### src/rtl/rangles_if.sv
`timescale 1ns/1ps
// rangles_if: request/result bundle between a matrix source and the rangles angle extractor.
// Latency: none, wires only.
// Backpressure: none; the source must honour busy, requests made while busy are dropped.
interface rangles_if;
  logic               validIn;
  logic signed [15:0] R31;
  logic signed [15:0] R32;
  logic signed [15:0] R33;
  logic signed [12:0] Rx;
  logic signed [12:0] Ry;
  logic               validOut;
  logic               busy;
  logic               clamped;

  modport master (
    output validIn, R31, R32, R33,
    input  Rx, Ry, validOut, busy, clamped
  );

  modport slave (
    input  validIn, R31, R32, R33,
    output Rx, Ry, validOut, busy, clamped
  );
endinterface

### src/rtl/rangles.sv
`timescale 1ns/1ps
// rangles: Rx = atan2(R32,R33), Ry = atan2(-R31, |(R32,R33)|) via one shared vectoring CORDIC.
// Latency: validOut 23 clock edges after the edge that samples validIn; Rx/Ry hold between results.
// Backpressure: none; validIn while busy (DONE included) is dropped. Optional clamp: RANGLES_CLAMP_EN.
module rangles #(
  parameter logic signed [12:0] LIMIT = 13'sd170
) (
  input  logic     clock,
  input  logic     reset,
  rangles_if.slave bus
);

  typedef enum logic [2:0] {IDLE, PRE1, ITER1, PRE2, ITER2, DONE} state_t;

  state_t             state;
  state_t             state_next;
  logic [3:0]         iter;
  logic signed [15:0] r31;
  logic signed [15:0] r32;
  logic signed [15:0] r33;
  logic signed [19:0] x;
  logic signed [19:0] y;
  logic signed [12:0] z;
  logic signed [12:0] z1;
  logic signed [19:0] x_shift;
  logic signed [19:0] y_shift;
  logic signed [19:0] x_next;
  logic signed [19:0] y_next;
  logic signed [12:0] z_next;
  logic signed [19:0] pre1_x;
  logic signed [19:0] pre1_y;
  logic signed [12:0] pre1_z;
  logic signed [19:0] neg_r31;
  logic signed [19:0] pre2_y;
  logic signed [12:0] rx_sat;
  logic signed [12:0] ry_sat;
  logic signed [12:0] rx_res;
  logic signed [12:0] ry_res;
  logic               clamp_hit;
  logic signed [12:0] rx_q;
  logic signed [12:0] ry_q;
  logic               valid_q;
  logic               clamped_q;

  // atan(2^-i) in units of pi/1024.
  function automatic logic signed [12:0] atan_step(input logic [3:0] i);
    case (i)
      4'd0:    atan_step = 13'sd256;
      4'd1:    atan_step = 13'sd151;
      4'd2:    atan_step = 13'sd80;
      4'd3:    atan_step = 13'sd41;
      4'd4:    atan_step = 13'sd20;
      4'd5:    atan_step = 13'sd10;
      4'd6:    atan_step = 13'sd5;
      4'd7:    atan_step = 13'sd3;
      4'd8:    atan_step = 13'sd1;
      4'd9:    atan_step = 13'sd1;
      default: atan_step = 13'sd0;
    endcase
  endfunction

  // Pass-1 z can reach about +/-1600; the output range is one turn, [-1024, 1023].
  function automatic logic signed [12:0] wrap_sat(input logic signed [12:0] a);
    if (a > 13'sd1023)       wrap_sat = 13'sd1023;
    else if (a < -13'sd1024) wrap_sat = -13'sd1024;
    else                     wrap_sat = a;
  endfunction

  // State register.
  always_ff @(posedge clock or posedge reset) begin
    if (reset) state <= IDLE;
    else       state <= state_next;
  end

  // Sequencing: each ITER state runs exactly ten micro-rotations (iter 0..9).
  always_comb begin
    state_next = state;
    case (state)
      IDLE:    if (bus.validIn) state_next = PRE1;
      PRE1:    state_next = ITER1;
      ITER1:   if (iter == 4'd9) state_next = PRE2;
      PRE2:    state_next = ITER2;
      ITER2:   if (iter == 4'd9) state_next = DONE;
      DONE:    state_next = IDLE;
      default: state_next = IDLE;
    endcase
  end

  // One vectoring micro-rotation, both updates from the pre-iteration x and y.
  always_comb begin
    x_shift = x >>> iter;
    y_shift = y >>> iter;
    if (!y[19]) begin
      x_next = x + y_shift;
      y_next = y - x_shift;
      z_next = z + atan_step(iter);
    end else begin
      x_next = x - y_shift;
      y_next = y + x_shift;
      z_next = z - atan_step(iter);
    end
  end

  // Pass setup: left half-plane folded by pi for pass 1; pass 2 scales -R31 by ~K to match x.
  always_comb begin
    pre1_x = 20'(r33);
    pre1_y = 20'(r32);
    pre1_z = 13'sd0;
    if (r33[15]) begin
      pre1_x = -20'(r33);
      pre1_y = -20'(r32);
      pre1_z = r32[15] ? -13'sd1024 : 13'sd1024;
    end
    neg_r31 = -20'(r31);
    pre2_y  = neg_r31 + (neg_r31 >>> 1) + (neg_r31 >>> 3) + (neg_r31 >>> 6) + (neg_r31 >>> 7);
  end

  // Final angles: a zero vector has no direction, so those cases are forced to zero.
  always_comb begin
    rx_sat = (r32 == '0 && r33 == '0) ? 13'sd0 : wrap_sat(z1);
    ry_sat = (r31 == '0 && r32 == '0 && r33 == '0) ? 13'sd0 : wrap_sat(z);
  end

`ifdef RANGLES_CLAMP_EN
  // Symmetric clamp to +/-LIMIT; clamp_hit records whether either angle was limited.
  always_comb begin
    rx_res    = rx_sat;
    ry_res    = ry_sat;
    clamp_hit = 1'b0;
    if (rx_sat > LIMIT) begin
      rx_res    = LIMIT;
      clamp_hit = 1'b1;
    end else if (rx_sat < -LIMIT) begin
      rx_res    = -LIMIT;
      clamp_hit = 1'b1;
    end
    if (ry_sat > LIMIT) begin
      ry_res    = LIMIT;
      clamp_hit = 1'b1;
    end else if (ry_sat < -LIMIT) begin
      ry_res    = -LIMIT;
      clamp_hit = 1'b1;
    end
  end
`else
  // Clamp not built: angles pass straight through; LIMIT has no effect in this build.
  logic unused_limit;
  assign unused_limit = ^LIMIT;
  assign rx_res       = rx_sat;
  assign ry_res       = ry_sat;
  assign clamp_hit    = 1'b0;
`endif

  // Datapath: operand capture, pass setup, micro-rotations and result registers.
  always_ff @(posedge clock or posedge reset) begin
    if (reset) begin
      iter      <= '0;
      r31       <= '0;
      r32       <= '0;
      r33       <= '0;
      x         <= '0;
      y         <= '0;
      z         <= '0;
      z1        <= '0;
      rx_q      <= '0;
      ry_q      <= '0;
      valid_q   <= 1'b0;
      clamped_q <= 1'b0;
    end else begin
      valid_q   <= 1'b0;
      clamped_q <= 1'b0;
      case (state)
        IDLE: begin
          iter <= '0;
          if (bus.validIn) begin
            r31 <= bus.R31;
            r32 <= bus.R32;
            r33 <= bus.R33;
          end
        end
        PRE1: begin
          x    <= pre1_x;
          y    <= pre1_y;
          z    <= pre1_z;
          iter <= '0;
        end
        ITER1, ITER2: begin
          x    <= x_next;
          y    <= y_next;
          z    <= z_next;
          iter <= iter + 4'd1;
        end
        PRE2: begin
          z1   <= z;
          y    <= pre2_y;
          z    <= '0;
          iter <= '0;
        end
        DONE: begin
          rx_q      <= rx_res;
          ry_q      <= ry_res;
          valid_q   <= 1'b1;
          clamped_q <= clamp_hit;
        end
        default: ;
      endcase
    end
  end

  assign bus.Rx       = rx_q;
  assign bus.Ry       = ry_q;
  assign bus.validOut = valid_q;
  assign bus.busy     = (state != IDLE);
  assign bus.clamped  = clamped_q;

endmodule

### src/flat_wrapper.sv
// flat-port wrapper written by rule: the top's interface ports become plain ports
module rangles_flat 
#(
  parameter logic signed [12:0] LIMIT = 13'sd170
)
  (clock, reset, bus_validIn, bus_R31, bus_R32, bus_R33, bus_Rx, bus_Ry, bus_validOut, bus_busy, bus_clamped);
  rangles_if bus_i ();
  input  logic clock;
  input  logic reset;
  input wire logic [$bits(bus_i.validIn)-1:0] bus_validIn;
  input wire logic [$bits(bus_i.R31)-1:0] bus_R31;
  input wire logic [$bits(bus_i.R32)-1:0] bus_R32;
  input wire logic [$bits(bus_i.R33)-1:0] bus_R33;
  output wire logic [$bits(bus_i.Rx)-1:0] bus_Rx;
  output wire logic [$bits(bus_i.Ry)-1:0] bus_Ry;
  output wire logic [$bits(bus_i.validOut)-1:0] bus_validOut;
  output wire logic [$bits(bus_i.busy)-1:0] bus_busy;
  output wire logic [$bits(bus_i.clamped)-1:0] bus_clamped;
  assign bus_i.validIn = bus_validIn;
  assign bus_i.R31 = bus_R31;
  assign bus_i.R32 = bus_R32;
  assign bus_i.R33 = bus_R33;
  assign bus_Rx = bus_i.Rx;
  assign bus_Ry = bus_i.Ry;
  assign bus_validOut = bus_i.validOut;
  assign bus_busy = bus_i.busy;
  assign bus_clamped = bus_i.clamped;
  rangles #(.LIMIT(LIMIT)) u_core (.clock(clock), .reset(reset), .bus(bus_i));
endmodule
### config.mk
export PLATFORM = sky130hd
export DESIGN_NAME = rangles_flat
export DESIGN_NICKNAME = d
export VERILOG_FILES = /design/src/rtl/rangles_if.sv /design/src/rtl/rangles.sv /design/src/flat_wrapper.sv
export SDC_FILE = /design/constraint.sdc
export NUM_CORES = 1
export LEC_CHECK = 0
export ABC_AREA = 1
export BUFFER_PORTS_ARGS = -buffer_cell sky130_fd_sc_hd__buf_4
export CELL_PAD_IN_SITES_DETAIL_PLACEMENT = 2
export CELL_PAD_IN_SITES_GLOBAL_PLACEMENT = 2
export CORE_AREA = 2 2 246 248
export CTS_CLUSTER_DIAMETER = 150
export CTS_CLUSTER_SIZE = 24
export DETAILED_ROUTE_END_ITERATION = 8
export DIE_AREA = 0 0 248 250
export HOLD_SLACK_MARGIN = 0.12
export PLACE_DENSITY = 0.57
export SLEW_MARGIN = 20
export SYNTH_ARGS = -nofsm -noshare
export SYNTH_HDL_FRONTEND = slang
export SYNTH_SLANG_ARGS = --single-unit
### constraint.sdc
create_clock -name clock -period 6.5 [get_ports clock]
set_clock_uncertainty 0.15 [all_clocks]
set_input_delay 0.65 -clock clock [delete_from_list [all_inputs] [get_ports clock]]
set_output_delay 0.65 -clock clock [all_outputs]
set_load 0.01 [all_outputs]
== Word level (Yosys, flattened, before mapping) ==
Memory sizes are Yosys's and may differ from the RTL's.
Index checks and enable logic that the tools add are counted.
Storage, ports and cells
  input bits: 51
  bits in registers: 148
  memories: 2
  memory bits (read-only): 288
  logic and storage cells: 82
  output and inout bits: 29
Memory list
  (name not given): words 16, bits a word 9, read ports 1, clocked after memory_dff 0, wr ports 0, line rangles.sv:47  | case (i)
  (name not given): words 16, bits a word 9, read ports 1, clocked after memory_dff 0, wr ports 0, line rangles.sv:47
Cells by class
  shift-type cells: 2
  eq/ne operators: 9
  $lt $le $gt $ge: 4
  mux-type cells: 24
  reductions and logical operators: 15
  add/subtract/negate cells: 14
Operators by type and width (number)
  2-to-1 mux 13 bit: 11
  2-to-1 mux 20 bit: 4
  negation 16 -> 20 bit: 3
  case mux 20 bit (3 select lines): 1
  logical NOT 16 bit: 3
  adder 20 bit: 2
  case mux 20 bit (2 select lines): 1
  >>> shifter 20 x 4 -> 20 bit: 2
  subtractor 20 bit: 2
  case mux 13 bit (3 select lines): 1
  > comparator 13 x 11 -> 1 bit, second input constant: 2
  less-than comparator 13 x 11 -> 1 bit, second input constant: 2
  adder 20 x 13 -> 20 bit: 1
  adder 20 x 14 -> 20 bit: 1
  adder 20 x 17 -> 20 bit: 1
  adder 20 x 19 -> 20 bit: 1
  case mux 3 bit (5 select lines): 1
  adder 13 bit: 1
  subtractor 13 bit: 1
  2-to-1 mux 3 bit: 3
  case mux 4 bit (2 select lines): 1
  equality test 3 x 2 -> 1 bit, second input constant: 2
  equality test 3 bit, second input constant: 2
  nonzero test 3 bit: 2
  other kinds (13): 17

== Depth between registers and ports, before layout ==
Gate-level depths: netlist (run 1).
  depth after elaboration: 6
  depth in mapped cells: 33
  mapped depth without buffers: 32

== Worst setup path after synthesis (run 1) ==
OpenSTA, ideal clock, no wires.
  path kind: flip-flop to flip-flop
  start: reg u_core.r31[0]
  end: reg u_core.y[19]
  data arrival time: 4.841 ns
  path slack: 1.396 ns
  cell stages (with the launch flop): 29
  path buffers: 0
  setup time: 0.113 ns
  clock period less this slack: 5.104 ns
  required time: 6.237 ns
  cell sequence: dfrtp_1 -> inv_2 -> nand2_1 -> nor2_1 -> inv_1 -> nor2_1 -> nand3_1 -> nor2_1 -> nand3_1 -> nor2_1 -> nand3_1 -> nor3_2 -> or2_2 -> nand2_1 -> inv_1 -> fa_1 -> fa_1 -> fa_1 -> inv_1 -> ha_1 -> a21oi_1 -> o21ai_0 -> a21oi_1 -> o211ai_1 -> or2_2 -> nand3_1 -> nand3_1 -> nand2_1 -> inv_1
On the way
  word-level cells in the longest chain between the ends: 6
Ends and longest elaborated chain
  start: declaration: line rangles.sv:18  | logic signed [15:0] r31;
  start signal: assignment: line rangles.sv:176  | r31 <= bus.R31;
  negation 16 -> 20 bit *: line rangles.sv:114  | neg_r31 = -20'(r31);
  adder 20 x 19 -> 20 bit: line rangles.sv:115  | pre2_y = neg_r31 + (neg_r31 >>> 1) + (neg_r31 >>> 3) + (neg_r31 >>> 6) + (neg_r31 >>> 7);
  adder 20 x 17 -> 20 bit: line rangles.sv:115
  adder 20 x 14 -> 20 bit: line rangles.sv:115
  adder 20 x 13 -> 20 bit *: line rangles.sv:115
  case mux 20 bit (3 select lines) *: line rangles.sv:172  | case (state)
  end signal: assignment: line rangles.sv:183  | y <= pre1_y;
  end signal: assignment: line rangles.sv:189  | y <= y_next;
  end signal: assignment: line rangles.sv:195  | y <= pre2_y;
  end: declaration: line rangles.sv:22  | logic signed [19:0] y;
Mark *: on every way between the ends. The rest lies on a longest branch, timed or not.
A chain may end at the register's enable or synchronous reset.

== Worst setup path after layout (run 1) ==
  start: reg u_core.r31[1]
  end: reg u_core.y[19]
Same word-level chain as after synthesis.

==> impl_metrics.env, run 1 <==
export IMPL_final_common_cell="nand2_1"
export IMPL_cts_tree="built"
export IMPL_synth_top_family_by_area="simple AND/OR/NAND/NOR gates"
export IMPL_hp_class="input port to register"
export IMPL_cts_max_path_buffers=2
export IMPL_gp_congestion=0.810
export IMPL_synthAdderAreaFrac_pct=13.5
export IMPL_cts_buffers=17
export IMPL_synthSimpleGateAreaFrac_pct=25.2
export IMPL_n_fill_cell=7098
export IMPL_grt_max_degree=88
export IMPL_cts_sinks=148
export IMPL_core_mm2=0.0596
export IMPL_worst_pin_slew_ns=0.976
export IMPL_post_cts_buffers=0
export IMPL_antenna_left=0
export IMPL_critPathSlowestCell="fa_1"
export IMPL_syn_inst=2166
export IMPL_clock_latency_ns=0.50
export IMPL_cts_root_buf="clkbuf_16"
export IMPL_ys_ff_latch=148
export IMPL_ys_flop_type="dfrtp_1"
export IMPL_yosysWarnings=0
export IMPL_syn_avg_cell_area_um2=6.79
export IMPL_finalNetCount=2399
export IMPL_critPathKind="register to register"
export IMPL_start_util_pct=24.7
export IMPL_outcome="finished clean"
export IMPL_ys_seq_area_share_pct=25.2
export IMPL_wl_mm=57.7
export IMPL_synth_area_mux_share_pct=1.03
export IMPL_clk_transition_reported_paths_ns=0.08
export IMPL_drt_initial_drc_count=574
export IMPL_cap_violations=0
export IMPL_hold_violations=0
export IMPL_start_kind="register"
export IMPL_first_global_vias=15900
export IMPL_post_route_period_util_pct=90.8
export IMPL_wl_per_cell_um=19.2
export IMPL_io_buffers=78
export IMPL_diodes=0
export IMPL_synth_area_mm2=0.0147
export IMPL_grt_ovfl_total=0
export IMPL_drt_pass1_iter_count=5
export IMPL_finalSetupViolCount=0
export IMPL_fin_hold_ws_ns=0.233
export IMPL_vias=14700
export IMPL_max_freq_ghz=0.169
export IMPL_cp_end_kind="register"
export IMPL_ys_types=57
export IMPL_drive_gt1_share_pct=9.35
export IMPL_track_usage_pct=19.1
export IMPL_ios=80
export IMPL_final_cell_mix="446 x nand2_1, 308 x inv_1, 211 x a21oi_1"
export IMPL_multi_input_area_mm2=0.00944
export IMPL_fp_row_count=90
export IMPL_critPathMaxFanout=5
export IMPL_synth_xor_area_share_pct=4.71
export IMPL_die_w_um=248
export IMPL_path_buf_inv=5
export IMPL_setup_tns_ns=0
export IMPL_dieArea_mm2=0.0620
export IMPL_hpwl_mm=46.3
export IMPL_timing_critical_path_max_delay_family="simple AND/OR/NAND/NOR gates"
export IMPL_arrival_ns=6.14
export IMPL_drcViolationCount=0
export IMPL_post_route_min_period_ns=5.90
export IMPL_synth_nets=2354
export IMPL_synth_compound_area_share_pct=19.6
export IMPL_ys_async_sr_fraction_pct=100
export IMPL_slew_headroom_pct=34.8
export IMPL_synth_edf_count=0
export IMPL_grt_pass1_wl_mm=92.2
export IMPL_regArea_mm2=0.00370
export IMPL_synthToLayoutAreaGrowth_pct=13.9
export IMPL_max_stage_delay_ns=0.52
export IMPL_antenna_found_initial=0
export IMPL_htree_levels=4
export IMPL_rsz0062_at_grt="false"
export IMPL_cp_required_ns=6.73
export IMPL_slew_viol_final=0
export IMPL_via_per_inst=4.90
export IMPL_die_height_um=250
-- cell families after synthesis --
| group | after synthesis |
|---|---|
| AO/OA/AOI/OAI | 514 |
| XOR/XNOR | 79 |
| adder cells (fa/ha/maj) | 137 |
| buffers and inverters | 403 |
| flip-flops | 148 |
| multiplexers | 14 |
| other | 1 |
| AND/OR/NAND/NOR | 870 |
-- through the flow --
| step | utilization (%) | worst slack [ns] | cell area, µm² | cells |
|---|---|---|---|---|
| 4_1_cts | 28.1 | 0.479 | 16700 | 3006 |
| 3_5_place_dp | 27.1 | 0.496 | 16100 | 2973 |
| 2_1_floorplan | - | 1.40 | 14700 | 2166 |
| 5_1_grt | 28.1 | 0.0419 | 16700 | 3006 |
| 3_3_place_gp | 27.1 | 0.763 | 16100 | 2973 |
| 6_report | 28.1 | 0.595 | 16700 | 3006 |
-- layer usage --
layer,share of wire [%],routed length (µm),GRT usage [%],vias up
met4,1.4,782,4.04,0
met3,1.7,954,2.48,34
met2,47,27200,31.3,99
met1,50,28700,26.7,7341
li1,-,-,-,7249
met5,0,0,0,-
-- worst paths after layout --
path                                   startpoint  depth (start not counted)                end  slack, ns
worst max-delay path                u_core.r31[1]                         28       u_core.y[19]       0.60
worst min-delay path                   bus_R31[3]                          2      u_core.r31[3]       0.23
worst max register to register      u_core.r31[1]                         28       u_core.y[19]       0.60
worst min register to register  u_core.bus.Ry[12]                          2  u_core.bus.Ry[12]       0.34
max in group asynchronous                   reset                          4     u_core.iter[0]       4.37
min in group asynchronous                   reset                          3   u_core.bus.Rx[7]       0.65
-- area by class of cell --
cell class                      instances  area share [%]
Multi-Input combinational cell       1615            56.4
Sequential cell                       148            22.1
Inverter                              324            7.29
Tap cell                              782            5.84
Timing Repair Buffer                  105            4.72
Clock buffer                           17            2.54
Clock inverter                         15            1.13
-- repair_timing --
| action | CTS | global route |
|---|---|---|
| hold endpoints to repair | 34 | 0 |
| hold buffers | 1 | 0 |
| gates resized for setup | 0 | 1 |
| endpoints found under the setup margin | 0 | 1 |
-- synthesized netlist by cell type (22+ instances only) --
library cell / number / area [µm²]
dfrtp_1: 148 / 3700
nand2_1: 447 / 1680
a21oi_1: 212 / 1060
nor3_1: 22 / 110
or2_2: 23 / 144
nor2_1: 155 / 582
o21ai_0: 165 / 826
xnor2_1: 27 / 236
fa_1: 36 / 721
clkbuf_1: 41 / 154
xor2_1: 52 / 455
inv_1: 309 / 1160
nand3_1: 181 / 906
ha_1: 101 / 1260
-- state kept, by name, summed over array words and instances (netlist names) --
name / flops
u_core.x: 20
u_core.y: 20
u_core.r31: 16
u_core.r32: 16
u_core.r33: 16
u_core.bus.Rx: 13
u_core.bus.Ry: 13
u_core.z1: 13
u_core.z: 13
u_core.iter: 4
u_core.state: 3
u_core.bus.validOut: 1
-- worst register-to-register path: cells and delay by family, from the launching register on --
kind	cells	cell delay [ns]
simple gates	15	2.34
fa+ha+maj	4	1.83
compound gates	4	0.62
buf+inv	5	0.50
flops	1	0.37
Power of run 1 is left out: the tool's default activity adds up to more than one toggle a clock period on the data nets, which glitch-free logic cannot reach.
==> run 2: changes to the inputs <==
--- a/config.mk
+++ b/config.mk
@@ -15,7 +15,8 @@
 export DETAILED_ROUTE_END_ITERATION = 8
 export DIE_AREA = 0 0 248 250
 export HOLD_SLACK_MARGIN = 0.12
-export PLACE_DENSITY = 0.57
+export PLACE_DENSITY = 0.56
+export RECOVER_POWER = 50
 export SLEW_MARGIN = 20
 export SYNTH_ARGS = -nofsm -noshare
 export SYNTH_HDL_FRONTEND = slang
==> impl_metrics.env, run 2 (synthesized netlist as in run 1, its figures left out) <==
export IMPL_drive_gt1_share_pct=7.83
export IMPL_cp_required_ns=6.76
export IMPL_setup_tns_ns=0
export IMPL_grt_pass1_wl_mm=91.8
export IMPL_grt_ovfl_total=0
export IMPL_first_global_vias=15900
export IMPL_via_per_inst=4.89
export IMPL_drt_pass1_iter_count=4
export IMPL_max_stage_delay_ns=0.51
export IMPL_track_usage_pct=19.1
export IMPL_start_kind="register"
export IMPL_dieArea_mm2=0.0620
export IMPL_diodes=0
export IMPL_critPathKind="register to register"
export IMPL_post_cts_buffers=0
export IMPL_slew_viol_final=313
export IMPL_fp_row_count=90
export IMPL_hpwl_mm=46.5
export IMPL_critPathMaxFanout=5
export IMPL_final_common_cell="nand2_1"
export IMPL_io_buffers=78
export IMPL_cts_root_buf="clkbuf_16"
export IMPL_cts_max_path_buffers=2
export IMPL_grt_max_degree=87
export IMPL_hold_violations=0
export IMPL_start_util_pct=24.7
export IMPL_slew_headroom_pct=-151
export IMPL_htree_levels=4
export IMPL_rsz0062_at_grt="false"
export IMPL_critPathSlowestCell="fa_1"
export IMPL_post_route_min_period_ns=5.94
export IMPL_wl_per_cell_um=19.1
export IMPL_failed_checks="capacitance limit, slew limit"
export IMPL_cap_violations=6
export IMPL_max_freq_ghz=0.168
export IMPL_path_buf_inv=4
export IMPL_cp_end_kind="register"
export IMPL_gp_congestion=0.805
export IMPL_n_fill_cell=7180
export IMPL_vias=14700
export IMPL_finalNetCount=2398
export IMPL_outcome="finished, violations left"
export IMPL_ios=80
export IMPL_arrival_ns=6.20
export IMPL_worst_pin_slew_ns=3.77
export IMPL_cts_sinks=148
export IMPL_top_regs="u_core.x: 20 flops, u_core.y: 20 flops"
export IMPL_finalSetupViolCount=0
export IMPL_die_height_um=250
export IMPL_hp_class="input port to register"
export IMPL_clk_transition_reported_paths_ns=0.08
export IMPL_clock_latency_ns=0.50
export IMPL_cts_buffers=17
export IMPL_final_cell_mix="446 x nand2_1, 308 x inv_1, 211 x a21oi_1"
export IMPL_die_w_um=248
export IMPL_drcViolationCount=0
export IMPL_timing_critical_path_max_delay_family="simple AND/OR/NAND/NOR gates"
export IMPL_antenna_found_initial=0
export IMPL_cts_tree="built"
export IMPL_wl_mm=57.4
export IMPL_synthToLayoutAreaGrowth_pct=13.0
export IMPL_post_route_period_util_pct=91.3
export IMPL_antenna_left=0
export IMPL_core_mm2=0.0596
export IMPL_drt_initial_drc_count=541
-- run 2: final cells by class --
type	count	area, µm²	area share (%)
multi-input cells	1615	9440	56.8
flip-flops and latches	148	3700	22.3
inverters	324	1220	7.33
well taps	782	978	5.89
repair buffers	104	659	3.97
clock buffers	17	425	2.56
clock inverters	15	188	1.13
-- run 2: worst paths after layout --
check	start	to	slack [ns]	cells past startpoint
setup / recovery	u_core.r31[1]	u_core.y[14]	0.56	28
hold / removal	bus_R31[8]	u_core.r31[8]	0.23	2
setup reg to reg	u_core.r31[1]	u_core.y[14]	0.56	28
hold reg to reg	u_core.bus.Ry[2]	u_core.bus.Ry[2]	0.34	2
max in group asynchronous	reset	u_core.iter[0]	1.15	4
min in group asynchronous	reset	u_core.bus.Rx[1]	1.36	3
-- run 2: through the flow --
stage,hold slack [ns],utilization [%],setup slack (ns),cells,area (µm²)
CTS,0.188,28.1,0.532,3005,16700
detailed placement,0.325,27.0,0.554,2972,16100
global route,0.209,27.9,0.0394,3005,16600
finish,0.231,27.9,0.563,3005,16600
global placement,0.315,27.0,0.756,2972,16100
floorplan,0.290,-,1.40,2166,14700
-- run 2: what timing repair did --
action / 4_1_cts / 5_1_grt
gates resized for setup: 0 / 0
hold buffers: 1 / 0
hold endpoints to repair: 51 / 0
-- run 2: per-layer routing --
layer | up-vias | GRT usage (%) | part of all wire, %
met1 | 7301 | 26.7 | 51
met3 | 38 | 2.34 | 1.7
li1 | 7245 | - | -
met5 | - | 0 | 0
met2 | 108 | 30.9 | 46
met4 | 0 | 4.67 | 1.5
-- run 2: worst register-to-register path: cells and delay by family (launching register included) --
kind,cells,cell delay [ns]
buffers and inverters,4,0.45
adders and majority gates,4,1.80
AOI/OAI and AO/OA,4,0.72
and+or+nand+nor,16,2.37
DFF,1,0.37
Power of run 2 is left out for the same reason.
